[src/rtl/cache_define.sv]
// Shared cache constants and the tree pseudo-LRU update used by the response
// stage and by the replacement victim select.
package cache_define;

    localparam int WAYS        = 4;
    localparam int WAY_W       = $clog2(WAYS);
    localparam int INDEX_W     = 6;
    localparam int OFFSET_W    = 3;
    localparam int CORE_DATA_W = 64;
    localparam int LINE_W      = CORE_DATA_W * (2 ** OFFSET_W);
    localparam int RSP_DEPTH   = 2;

    // Upper bounds so one function serves every associativity up to 64 ways.
    localparam int WAY_MAX_W   = 6;
    localparam int PLRU_MAX_W  = (1 << WAY_MAX_W) - 1;

    // Walk root->leaf along the accessed way (MSB first). A node is set to 1
    // when the access went left, so the victim pointer moves to the other half.
    function automatic logic [PLRU_MAX_W-1:0] plru_update(
        input logic [PLRU_MAX_W-1:0] plru,
        input logic [WAY_MAX_W-1:0]  way,
        input int                    way_w
    );
        logic [PLRU_MAX_W-1:0] res;
        logic                  right;
        int                    node;
        res  = plru;
        node = 0;
        for (int lvl = 0; lvl < WAY_MAX_W; lvl++) begin
            if (lvl < way_w) begin
                right     = way[way_w-1-lvl];
                res[node] = ~right;
                node      = 2 * node + 1 + int'(right);
            end
        end
        return res;
    endfunction

endpackage

[src/rtl/cache_rsp_fifo.sv]
// Small synchronous FIFO holding core responses; depth must be a power of 2.
module cache_rsp_fifo #(
    parameter int WIDTH = 65,
    parameter int DEPTH = 2
) (
    input  logic             clk,
    input  logic             reset,
    input  logic             push,
    input  logic [WIDTH-1:0] push_data,
    input  logic             pop,
    output logic [WIDTH-1:0] head,
    output logic             full,
    output logic             empty
);

    localparam int PTR_W = (DEPTH > 1) ? $clog2(DEPTH) : 1;
    localparam int CNT_W = $clog2(DEPTH) + 1;

    logic [WIDTH-1:0] mem [DEPTH];
    logic [PTR_W-1:0] wr_ptr;
    logic [PTR_W-1:0] rd_ptr;
    logic [CNT_W-1:0] count;
    logic             do_push;
    logic             do_pop;

    assign full    = (count == CNT_W'(DEPTH));
    assign empty   = (count == '0);
    assign do_push = push & ~full;
    assign do_pop  = pop & ~empty;
    assign head    = mem[rd_ptr];

    always_ff @(posedge clk or negedge reset) begin
        if (!reset) begin
            wr_ptr <= '0;
            rd_ptr <= '0;
            count  <= '0;
            for (int i = 0; i < DEPTH; i++) mem[i] <= '0;
        end else begin
            if (do_push) begin
                mem[wr_ptr] <= push_data;
                wr_ptr      <= wr_ptr + PTR_W'(1);
            end
            if (do_pop) rd_ptr <= rd_ptr + PTR_W'(1);
            if (do_push && !do_pop)      count <= count + CNT_W'(1);
            else if (!do_push && do_pop) count <= count - CNT_W'(1);
        end
    end

endmodule

[src/rtl/cache_response_nway.sv]
// N-way cache response stage: returns the addressed (store-merged) word through
// a response FIFO and issues a one-cycle registered data/dirty/PLRU SRAM write.
module cache_response_nway #(
    parameter  int WAYS         = cache_define::WAYS,
    parameter  int INDEX_W      = cache_define::INDEX_W,
    parameter  int OFFSET_W     = cache_define::OFFSET_W,
    parameter  int CORE_DATA_W  = cache_define::CORE_DATA_W,
    parameter  int RSP_DEPTH    = cache_define::RSP_DEPTH,
    localparam int WAY_W        = $clog2(WAYS),
    localparam int PLRU_W       = WAYS - 1,
    localparam int WORDS        = 2 ** OFFSET_W,
    localparam int CORE_WSTRB_W = CORE_DATA_W / 8,
    localparam int LINE_W       = CORE_DATA_W * WORDS
) (
    input  logic                    clk,
    input  logic                    reset,
    input  logic [INDEX_W-1:0]      core_index,
    input  logic [OFFSET_W-1:0]     core_offset,
    input  logic                    core_wen,
    input  logic [CORE_WSTRB_W-1:0] core_wstrb,
    input  logic [CORE_DATA_W-1:0]  core_wdata,
    input  logic                    info_rsp,
    input  logic                    info_hit,
    input  logic [WAY_W-1:0]        info_hit_way,
    input  logic [LINE_W-1:0]       info_hit_data,
    input  logic [PLRU_W-1:0]       info_plru,
    input  logic                    rplc_rsp,
    input  logic [LINE_W-1:0]       rplc_rsp_data,
    input  logic [WAY_W-1:0]        info_rplc_way,
    output logic                    rsp_in_ready,
    output logic                    core_rsp_valid,
    input  logic                    core_rsp_ready,
    output logic [CORE_DATA_W-1:0]  core_rdata,
    output logic                    core_rsp_wen,
    output logic                    rsp_arb,
    output logic [WAYS-1:0]         rsp_data_cen,
    output logic [WAYS-1:0]         rsp_data_wen,
    output logic [INDEX_W-1:0]      rsp_data_addr,
    output logic [LINE_W-1:0]       rsp_data_wdata,
    output logic [LINE_W/8-1:0]     rsp_data_wstrb,
    output logic [WAYS-1:0]         rsp_dirty_wen,
    output logic [INDEX_W-1:0]      rsp_dirty_waddr,
    output logic                    rsp_lru_wen,
    output logic [INDEX_W-1:0]      rsp_lru_waddr,
    output logic [PLRU_W-1:0]       rsp_lru_wdata
);

    import cache_define::*;

    logic                   ev;
    logic                   accept;
    logic                   store_acc;
    logic                   fifo_full;
    logic                   fifo_empty;
    logic [LINE_W-1:0]      line;
    logic [WAY_W-1:0]       way;
    logic [WAYS-1:0]        way_oh;
    logic [CORE_DATA_W-1:0] old_word;
    logic [CORE_DATA_W-1:0] rsp_word;
    logic [LINE_W/8-1:0]    line_wstrb;
    logic [CORE_DATA_W:0]   fifo_head;

    // Refill has priority; a coincident hit stays on its inputs until accepted.
    assign ev        = (info_rsp & info_hit) | rplc_rsp;
    assign accept    = ev & rsp_in_ready;
    assign store_acc = accept & core_wen;
    assign line      = rplc_rsp ? rplc_rsp_data : info_hit_data;
    assign way       = rplc_rsp ? info_rplc_way : info_hit_way;
    assign way_oh    = {{(WAYS-1){1'b0}}, 1'b1} << way;
    assign old_word  = line[core_offset*CORE_DATA_W +: CORE_DATA_W];

    always_comb begin
        rsp_word = old_word;
        if (core_wen) begin
            for (int b = 0; b < CORE_WSTRB_W; b++) begin
                if (core_wstrb[b]) rsp_word[8*b +: 8] = core_wdata[8*b +: 8];
            end
        end
    end

    always_comb begin
        line_wstrb = '0;
        line_wstrb[core_offset*CORE_WSTRB_W +: CORE_WSTRB_W] = core_wstrb;
    end

    cache_rsp_fifo #(
        .WIDTH (CORE_DATA_W + 1),
        .DEPTH (RSP_DEPTH)
    ) u_rsp_fifo (
        .clk       (clk),
        .reset     (reset),
        .push      (accept),
        .push_data ({rsp_word, core_wen}),
        .pop       (core_rsp_valid & core_rsp_ready),
        .head      (fifo_head),
        .full      (fifo_full),
        .empty     (fifo_empty)
    );

    // Ready follows the registered occupancy only; it is held low during reset.
    assign rsp_in_ready   = reset & ~fifo_full;
    assign core_rsp_valid = ~fifo_empty;
    assign core_rdata     = fifo_head[CORE_DATA_W:1];
    assign core_rsp_wen   = fifo_head[0];

    always_ff @(posedge clk or negedge reset) begin
        if (!reset) begin
            rsp_arb         <= 1'b0;
            rsp_data_cen    <= '0;
            rsp_data_wen    <= '0;
            rsp_data_addr   <= '0;
            rsp_data_wdata  <= '0;
            rsp_data_wstrb  <= '0;
            rsp_dirty_wen   <= '0;
            rsp_dirty_waddr <= '0;
            rsp_lru_wen     <= 1'b0;
            rsp_lru_waddr   <= '0;
            rsp_lru_wdata   <= '0;
        end else begin
            rsp_lru_wen   <= accept;
            rsp_arb       <= store_acc;
            rsp_data_cen  <= store_acc ? way_oh : '0;
            rsp_data_wen  <= store_acc ? way_oh : '0;
            rsp_dirty_wen <= store_acc ? way_oh : '0;
            if (accept) begin
                rsp_data_addr   <= core_index;
                rsp_dirty_waddr <= core_index;
                rsp_lru_waddr   <= core_index;
                rsp_data_wdata  <= {WORDS{core_wdata}};
                rsp_data_wstrb  <= core_wen ? line_wstrb : '0;
                rsp_lru_wdata   <= PLRU_W'(plru_update(PLRU_MAX_W'(info_plru),
                                                       WAY_MAX_W'(way), WAY_W));
            end
        end
    end

endmodule

[config.mk]
export PLATFORM = sky130hd
export DESIGN_NAME = cache_response_nway
export DESIGN_NICKNAME = d
export VERILOG_FILES = /design/src/rtl/cache_define.sv /design/src/rtl/cache_rsp_fifo.sv /design/src/rtl/cache_response_nway.sv
export SDC_FILE = /design/constraint.sdc
export NUM_CORES = 1
export LEC_CHECK = 0
export ABC_AREA = 1
export CAP_MARGIN = 20
export CELL_PAD_IN_SITES_DETAIL_PLACEMENT = 0
export CELL_PAD_IN_SITES_GLOBAL_PLACEMENT = 1
export CORE_AREA = 4 4 700 702
export CTS_BUF_LIST = sky130_fd_sc_hd__clkbuf_2 sky130_fd_sc_hd__clkbuf_4 sky130_fd_sc_hd__clkbuf_8
export CTS_CLUSTER_SIZE = 25
export DETAILED_ROUTE_END_ITERATION = 12
export DIE_AREA = 0 0 704 706
export PLACE_DENSITY = 0.36
export SLEW_MARGIN = 25
export SYNTH_ARGS = -nofsm -noshare
export SYNTH_HDL_FRONTEND = slang
export SYNTH_SLANG_ARGS = --single-unit
[constraint.sdc]
create_clock -name clk -period 2.1 [get_ports clk]
set_input_delay 0.42 -clock clk [delete_from_list [all_inputs] [get_ports clk]]
set_output_delay 0.42 -clock clk [all_outputs]
set_load 0.02 [all_outputs]
==> results_dict.tcl, run 1 <==
set metrics [dict create \
    clkPwrFrac 0.136 \
    yosys-top-cells-area "nand2_1 (29%), dfrtp_1 (25%), nand3_1 (13%)" \
    start_util 0.0578 \
    synth-compound-area-share 0.0318 \
    drc_errors 0 \
    min-delay-start "core_index[2]" \
    finalCoreUtilization 0.120 \
    synth_cells 4974 \
    p_comb_frac 0.710 \
    area_delta_synth_final_pct 107 \
    track_usage 0.135 \
    clk_path_buf_depth 3 \
    die_area_mm2 0.497 \
    ys.flop_type "dfrtp_1" \
    gp_congestion 0.853 \
    yosysTopAreaCell "nand2_1" \
    port_buffers 1795 \
    clk_pin_slew_ns 0.06 \
    critPathKind "reg2out" \
    finalWirelength_um 350000 \
    start_kind "flop" \
    finalCritPeriodShare 1.19 \
    clk_latency_ns 0.72 \
    finalHoldViolations 0 \
    holdPathEnd "rsp_lru_waddr[2]" \
    viasPerCell 2.98 \
    min_path_cells 3 \
    io_pins 1797 \
    synth_top_family_by_area "simple AND/OR/NAND/NOR gates" \
    drive_gt1_frac 0.225 \
    ys_ff_latch 277 \
    yosysWarnings 0 \
    cp_max_fo 8 \
    power_density_mw_per_mm2 993 \
    slew_headroom 0.366 \
    period_minus_slack_ns 2.49 \
    grt_overflow 0 \
    die_w_um 704 \
    status "complete, but fails checks" \
    end_kind "output port" \
    cap_violations 0 \
    die_h_um 706 \
    clkSinkCount 277 \
    numCtsBuffers 67 \
    grt_pass1_wl_um 441000 \
    drt_first_pass_iters 5 \
    finClkSkew_ns 0.0274 \
    clock-root-buffer "clkbuf_8" \
    min_path_type "in2reg" \
    power.leakage_nw 28.1 \
    muxShareOfSynthArea 0 \
    dpl-instance-area_mm2 0.0555 \
    setup_viol 71 \
    worst-endpoint-required_ns 1.68 \
    avgSynthCellArea_um2 5.63 \
    pwr-share-seq 0.154 \
    vias 39300 \
    coreArea_mm2 0.484 \
    synth_cell_type_count 31 \
    wl_per_cell_um 26.5 \
    antenna_found_initial 264 \
    fp-row-count 256 \
    syn_nets 6100 \
    cts_max_level 3 \
    post-synth-top-area-fraction 0.293 \
    nets 7793 \
    rsz0062_at_grt "true" \
    setup_ws_ns -0.392 \
    synth_edf_count 0 \
    r2r_start "u_rsp_fifo.count[0]" \
    r2r_end "u_rsp_fifo.count[1]" \
    r2r_cells 11 \
    dp_hpwl_um 303000 \
    violations "setup timing" \
    final_cell_area_mm2 0.0580 \
    n_fill_cell 56600 \
    async_reset_ff_frac 1.00 \
    irDropWorstVdd_mv 0.559 \
    drtIter0Drc 2384 \
    sw_frac_of_total 0.506 \
    ant_nets 0 \
    cts_tree "done" \
    max_freq_ghz 0.401 \
    synth_xor_area_frac 0.000939 \
    yosys.area_share.simple 0.444 \
    worstMarginPinSlew_ns 0.951 \
    drv_slew 0 \
    internal_power_mw 28.5 \
    regToRegSetupSlack_ns 0.13 \
    yosysSeqAreaShare 0.248 \
    grt_max_degree 114 \
    synth_area_mm2 0.0280 \
    synth_adder_area_share 0.00313 \
    p_switching_mw 29.1 \
    arrival_ns 2.07 \
    cp-startpoint "u_rsp_fifo.rd_ptr" \
    grt_pass1_vias 41200 \
]
## through the flow
step | TNS, ns | hold slack (ns) | std cells | power, mW | setup WS, ns
floorplan | 0 | 0.124 | 4974 | 27.8 | 0.00824
global placement | -81.20 | 0.462 | 13000 | 48.7 | -1.57
detailed placement | -79.94 | 0.465 | 13000 | 48.6 | -1.43
CTS | -36.78 | 0.106 | 13200 | 58.9 | -0.583
global route | -32.75 | 0.165 | 13200 | 61.1 | -0.557
finish | -20.49 | 0.257 | 13200 | 57.6 | -0.392
## flip-flops by register name, indices dropped and copies added (netlist names)
signal	count
rsp_data_wstrb	64
u_rsp_fifo.rd_ptr	1
rsp_arb	1
rsp_lru_waddr	6
rsp_data_wdata	64
u_rsp_fifo.wr_ptr	1
rsp_dirty_wen	4
rsp_lru_wen	1
u_rsp_fifo.count	2
rsp_lru_wdata	3
u_rsp_fifo.mem	130
## cell families (layout without fill, tap and decap cells)
logic type | Yosys count | in the layout
flip-flops | 277 | 277
buffers and inverters | 1480 | 3223
AO/OA/AOI/OAI | 174 | 174
adder cells (fa/ha/maj) | 7 | 7
other | 0 | 45
XOR/XNOR | 3 | 3
AND/OR/NAND/NOR | 3033 | 3033
## how the worst max path moves through the flow
stage                     endpoint  cells past startpoint
6_report            core_rdata[23]                      6
5_1_grt             core_rdata[23]                      6
4_1_cts             core_rdata[33]                      6
3_5_place_dp    u_rsp_fifo.mem[41]                     10
3_3_place_gp   u_rsp_fifo.mem[106]                     10
2_1_floorplan    rsp_data_wstrb[0]                     11
## power groups by stage
stage | logic, mW | clock network, mW | registers, mW
after global routing | 43.4 | 8.59 | 9.10
final | 40.9 | 7.85 | 8.86
after floorplan | 18.0 | 0 | 9.80
after detailed placement | 39.6 | 0 | 8.97
after global placement | 39.8 | 0 | 8.91
after CTS | 41.7 | 8.44 | 8.72
## cell type report
type,instances,area (um2),area share
timing repair buffer,2361,24100,0.415
clock inverter,17,244,0.00421
sequential,277,6970,0.120
tap,6450,8070,0.139
inverter,743,2820,0.0487
multi-input combinational,3217,14500,0.249
clock buffer,102,1280,0.0220
antenna,45,113,0.00194
## worst max-delay path: stages, from the launching register on
cell	delay, ns
dfrtp_4	0.56
inv_12	0.13
buf_16	0.17
buf_16	0.18
nand2_4	0.06
nand2_4	0.08
buf_12	0.12
## layer usage
metal,global-route usage,part of all wire,vias up
li1,-,-,18000
met1,0.178,0.45,19100
met2,0.227,0.47,1708
met3,0.0318,0.061,470
met4,0.0197,0.017,92
met5,0,0.0018,-
## synthesized netlist by cell type (5+ instances only)
| library cell | count |
|---|---|
| nor2_4 | 5 |
| buf_1 | 16 |
| nor4_1 | 8 |
| ha_1 | 7 |
| o21ai_1 | 30 |
| buf_4 | 483 |
| a21oi_1 | 65 |
| clkbuf_1 | 48 |
| inv_1 | 732 |
| dfrtp_1 | 277 |
| o21ai_0 | 76 |
| nand2_1 | 2184 |
| inv_2 | 11 |
| nor2_1 | 73 |
| buf_2 | 187 |
| nand3_1 | 748 |
## cell usage in the layout (no fill, tap or decap), types with 13 or more instances in the layout
master and n:
nor2_1 73, buf_12 236, buf_8 38, inv_1 731, clkdlybuf4s15_2 117, clkdlybuf4s50_1 1112
o21ai_1 30, diode_2 45, a21oi_1 64, buf_6 107, nand2_2 56, nand2_1 2022
dfrtp_2 20, dlygate4sd2_1 63, nand2_4 105, nand3_1 744, clkdlybuf4s15_1 13, dfrtp_1 253
buf_4 303, clkbuf_8 82, buf_2 357, o21ai_0 75, clkbuf_4 20
## what timing repair did
action                                  in CTS  in global routing
cloned                                       6                  3
setup buffers                               73                  6
endpoints found under the setup margin     678                111
gates resized for setup                   2575                102
pin swaps                                   57                 47
hold buffers                                 1                  0
hold endpoints to repair                   193                  0
(Power assumes the default switching activity.)
==> run 2: changes to the inputs <==
--- a/config.mk
+++ b/config.mk
@@ -5,16 +5,14 @@
 export SDC_FILE = /design/constraint.sdc
 export NUM_CORES = 1
 export LEC_CHECK = 0
-export ABC_AREA = 1
-export CAP_MARGIN = 20
 export CELL_PAD_IN_SITES_DETAIL_PLACEMENT = 0
 export CELL_PAD_IN_SITES_GLOBAL_PLACEMENT = 1
-export CORE_AREA = 4 4 700 702
+export CORE_AREA = 4 4 692 694
 export CTS_BUF_LIST = sky130_fd_sc_hd__clkbuf_2 sky130_fd_sc_hd__clkbuf_4 sky130_fd_sc_hd__clkbuf_8
 export CTS_CLUSTER_SIZE = 25
 export DETAILED_ROUTE_END_ITERATION = 12
-export DIE_AREA = 0 0 704 706
-export PLACE_DENSITY = 0.36
+export DIE_AREA = 0 0 696 698
+export PLACE_DENSITY = 0.33
 export SLEW_MARGIN = 25
 export SYNTH_ARGS = -nofsm -noshare
 export SYNTH_HDL_FRONTEND = slang
==> results_dict.tcl, run 2 <==
set metrics [dict create \
    status "complete, but fails checks" \
    violations "setup timing" \
    irDropWorstVdd_mv 0.766 \
    clk_path_buf_depth 4 \
    synth_cell_type_count 44 \
    yosysSeqAreaShare 0.290 \
    antenna_found_initial 201 \
    ys.flop_type "dfrtp_1" \
    wl_per_cell_um 28.8 \
    finalPower_mw 57.9 \
    end_kind "output port" \
    viasPerCell 2.68 \
    top_regs "u_rsp_fifo.mem: 130 flops, rsp_data_wdata: 64 flops, rsp_data_wstrb: 64 flops" \
    sw_frac_of_total 0.440 \
    yosysWarnings 0 \
    die_area_mm2 0.486 \
    cts_tree "done" \
    synth.most_common_cell "buf_4" \
    die_h_um 698 \
    max_freq_ghz 0.351 \
    power.leakage_nw 21.3 \
    synth-compound-area-share 0.178 \
    regToRegSetupSlack_ns 0.13 \
    clk_pin_slew_ns 0.06 \
    worstMarginPinSlew_ns 0.921 \
    pre_cts_slack_ns -1.09 \
    grt_max_degree 97 \
    syn_nets 3448 \
    start_util 0.0505 \
    drtIter0Drc 1780 \
    cp_max_fo 6 \
    nets 5269 \
    largest_register_ffs 130 \
    power_density_mw_per_mm2 1070 \
    pwr-share-seq 0.149 \
    drc_errors 0 \
    setup_ws_ns -0.749 \
    final_cell_mix "clkdlybuf4s50_1 (1112), buf_6 (554), buf_4 (420)" \
    p_switching_mw 25.5 \
    dpl-instance-area_mm2 0.0492 \
    grt_pass1_vias 29700 \
    fp-row-count 253 \
    rsz0062_at_grt "true" \
    die_w_um 696 \
    yosys-top-cells-area "dfrtp_1 (29%), buf_4 (15%), mux4_2 (12%)" \
    final_common_cell "clkdlybuf4s50_1" \
    drv_slew 0 \
    io_pins 1797 \
    synth_xor_area_frac 0.00147 \
    worst-endpoint-required_ns 1.68 \
    p_comb_frac 0.696 \
    finClkSkew_ns 0.121 \
    clkPwrFrac 0.155 \
    synth_top_family_by_area "multiplexers" \
    synth_cells 2322 \
    slew_headroom 0.386 \
    port_buffers 1795 \
    grt_overflow 0 \
    r2r_cells 6 \
    post-synth-top-area-fraction 0.290 \
    gp_congestion 0.824 \
    avgSynthCellArea_um2 10.3 \
    numCtsBuffers 78 \
    drt_first_pass_iters 5 \
    synth_area_mm2 0.0239 \
    synth_edf_count 0 \
    ant_nets 0 \
    min_path_type "in2async" \
    arrival_ns 2.43 \
    synth_adder_area_share 0.00367 \
    netlist_top_cells_count "buf_4 (480), dfrtp_1 (277), mux2i_1 (258)" \
    finalWirelength_um 302000 \
    regMostFlops "u_rsp_fifo.mem" \
    start_kind "flop" \
    setup_viol 106 \
    area_delta_synth_final_pct 127 \
    grt_pass1_wl_um 366000 \
    yosysTopAreaCell "dfrtp_1" \
    clock-root-buffer "clkbuf_8" \
    coreArea_mm2 0.473 \
    yosys.area_share.simple 0.0818 \
    clk_latency_ns 0.91 \
    cts_max_level 3 \
    ys_ff_latch 277 \
    muxShareOfSynthArea 0.261 \
    period_minus_slack_ns 2.85 \
    finalCritPeriodShare 1.36 \
    final_cell_area_mm2 0.0542 \
    drive_gt1_frac 0.417 \
    track_usage 0.119 \
    finalHoldViolations 0 \
    critPathKind "reg2out" \
    internal_power_mw 32.4 \
    cap_violations 0 \
    dp_hpwl_um 262000 \
    clkSinkCount 277 \
    vias 28200 \
    async_reset_ff_frac 1.00 \
]
[run 2: cell count changes in the layout (fill, tap and decap cells not counted), moves of 117 or more]
cell | before | now
buf_2 | 357 | 109
mux2i_1 | 0 | 252
o2bb2ai_1 | 0 | 128
buf_4 | 303 | 420
mux4_2 | 0 | 128
nand3_1 | 744 | 2
buf_6 | 107 | 554
nand2_1 | 2022 | 226
buf_12 | 236 | 108
inv_1 | 731 | 4
[run 2: final timing paths]
| kind | from | endpoint |
|---|---|---|
| worst max-delay path | u_rsp_fifo.rd_ptr | core_rdata[35] |
| worst min-delay path | reset | u_rsp_fifo.wr_ptr |
| worst max register to register | u_rsp_fifo.count[1] | u_rsp_fifo.mem[118] |
| worst min register to register | rsp_data_wstrb[33] | rsp_data_wstrb[33] |
| max in group asynchronous | reset | rsp_data_wstrb[18] |
| min in group clk | core_rsp_ready | u_rsp_fifo.rd_ptr |
[run 2: cell families (layout without fill, tap and decap cells)]
family	count (synthesis)	count (layout)
muxes	454	454
xor gates and xnor gates	4	4
buffers and inverters	667	2540
and+or+nand+nor	396	396
adders and majority gates	7	7
AOI/OAI and AO/OA	517	517
other	0	71
DFF	277	277
[run 2: routing by layer]
metal / share of wire / up-vias / routed length, um / GRT usage
li1: - / 11900 / - / -
met1: 0.42 / 14100 / 128000 / 0.148
met2: 0.46 / 1587 / 141000 / 0.197
met3: 0.090 / 429 / 27200 / 0.0427
met4: 0.019 / 104 / 5660 / 0.0194
met5: 0.0023 / - / 701 / 0
[run 2: critical path, cell delays in order (launching register included)]
cell	delay, ns
dfrtp_4	0.51
buf_16	0.17
buf_16	0.17
buf_8	0.14
mux2_4	0.31
buf_12	0.15
[run 2: power groups by stage]
stage                     Clock, mW  Sequential, mW  Combinational (mW)
after floorplan                   0            9.59                17.1
after global placement            0            9.22                33.8
after detailed placement          0            9.26                33.6
after CTS                      9.54            8.54                38.6
after global routing           9.68            8.86                42.4
final                          8.95            8.62                40.3
[run 2: through the flow]
stage          cells  TNS, ns  utilization  hold WS (ns)
5_1_grt        10400   -85.07        0.114        0.0216
3_3_place_gp   10100  -123.24        0.104         0.345
3_5_place_dp   10100  -122.65        0.104         0.347
4_1_cts        10400  -116.81        0.111        0.0138
2_1_floorplan   2322    -2.83            -         0.124
6_report       10500   -44.86        0.115        0.0654
[run 2: what timing repair did]
action	4_1_cts	5_1_grt
setup endpoints to repair	683	452
setup buffers	202	65
hold buffers	8	0
cloned	1	2
pin swaps	1	0
resized for setup	3586	443
hold endpoints to repair	209	0
[run 2: area by class of cell]
cell class	count	area, um2
flip-flops and latches	277	6990
repair buffers	2400	24700
multi-input cells	1378	12800
clock inverters	18	334
inverters	8	50.0
fillers	53900	419000
well taps	6247	7820
diodes	71	178
clock buffers	114	1430
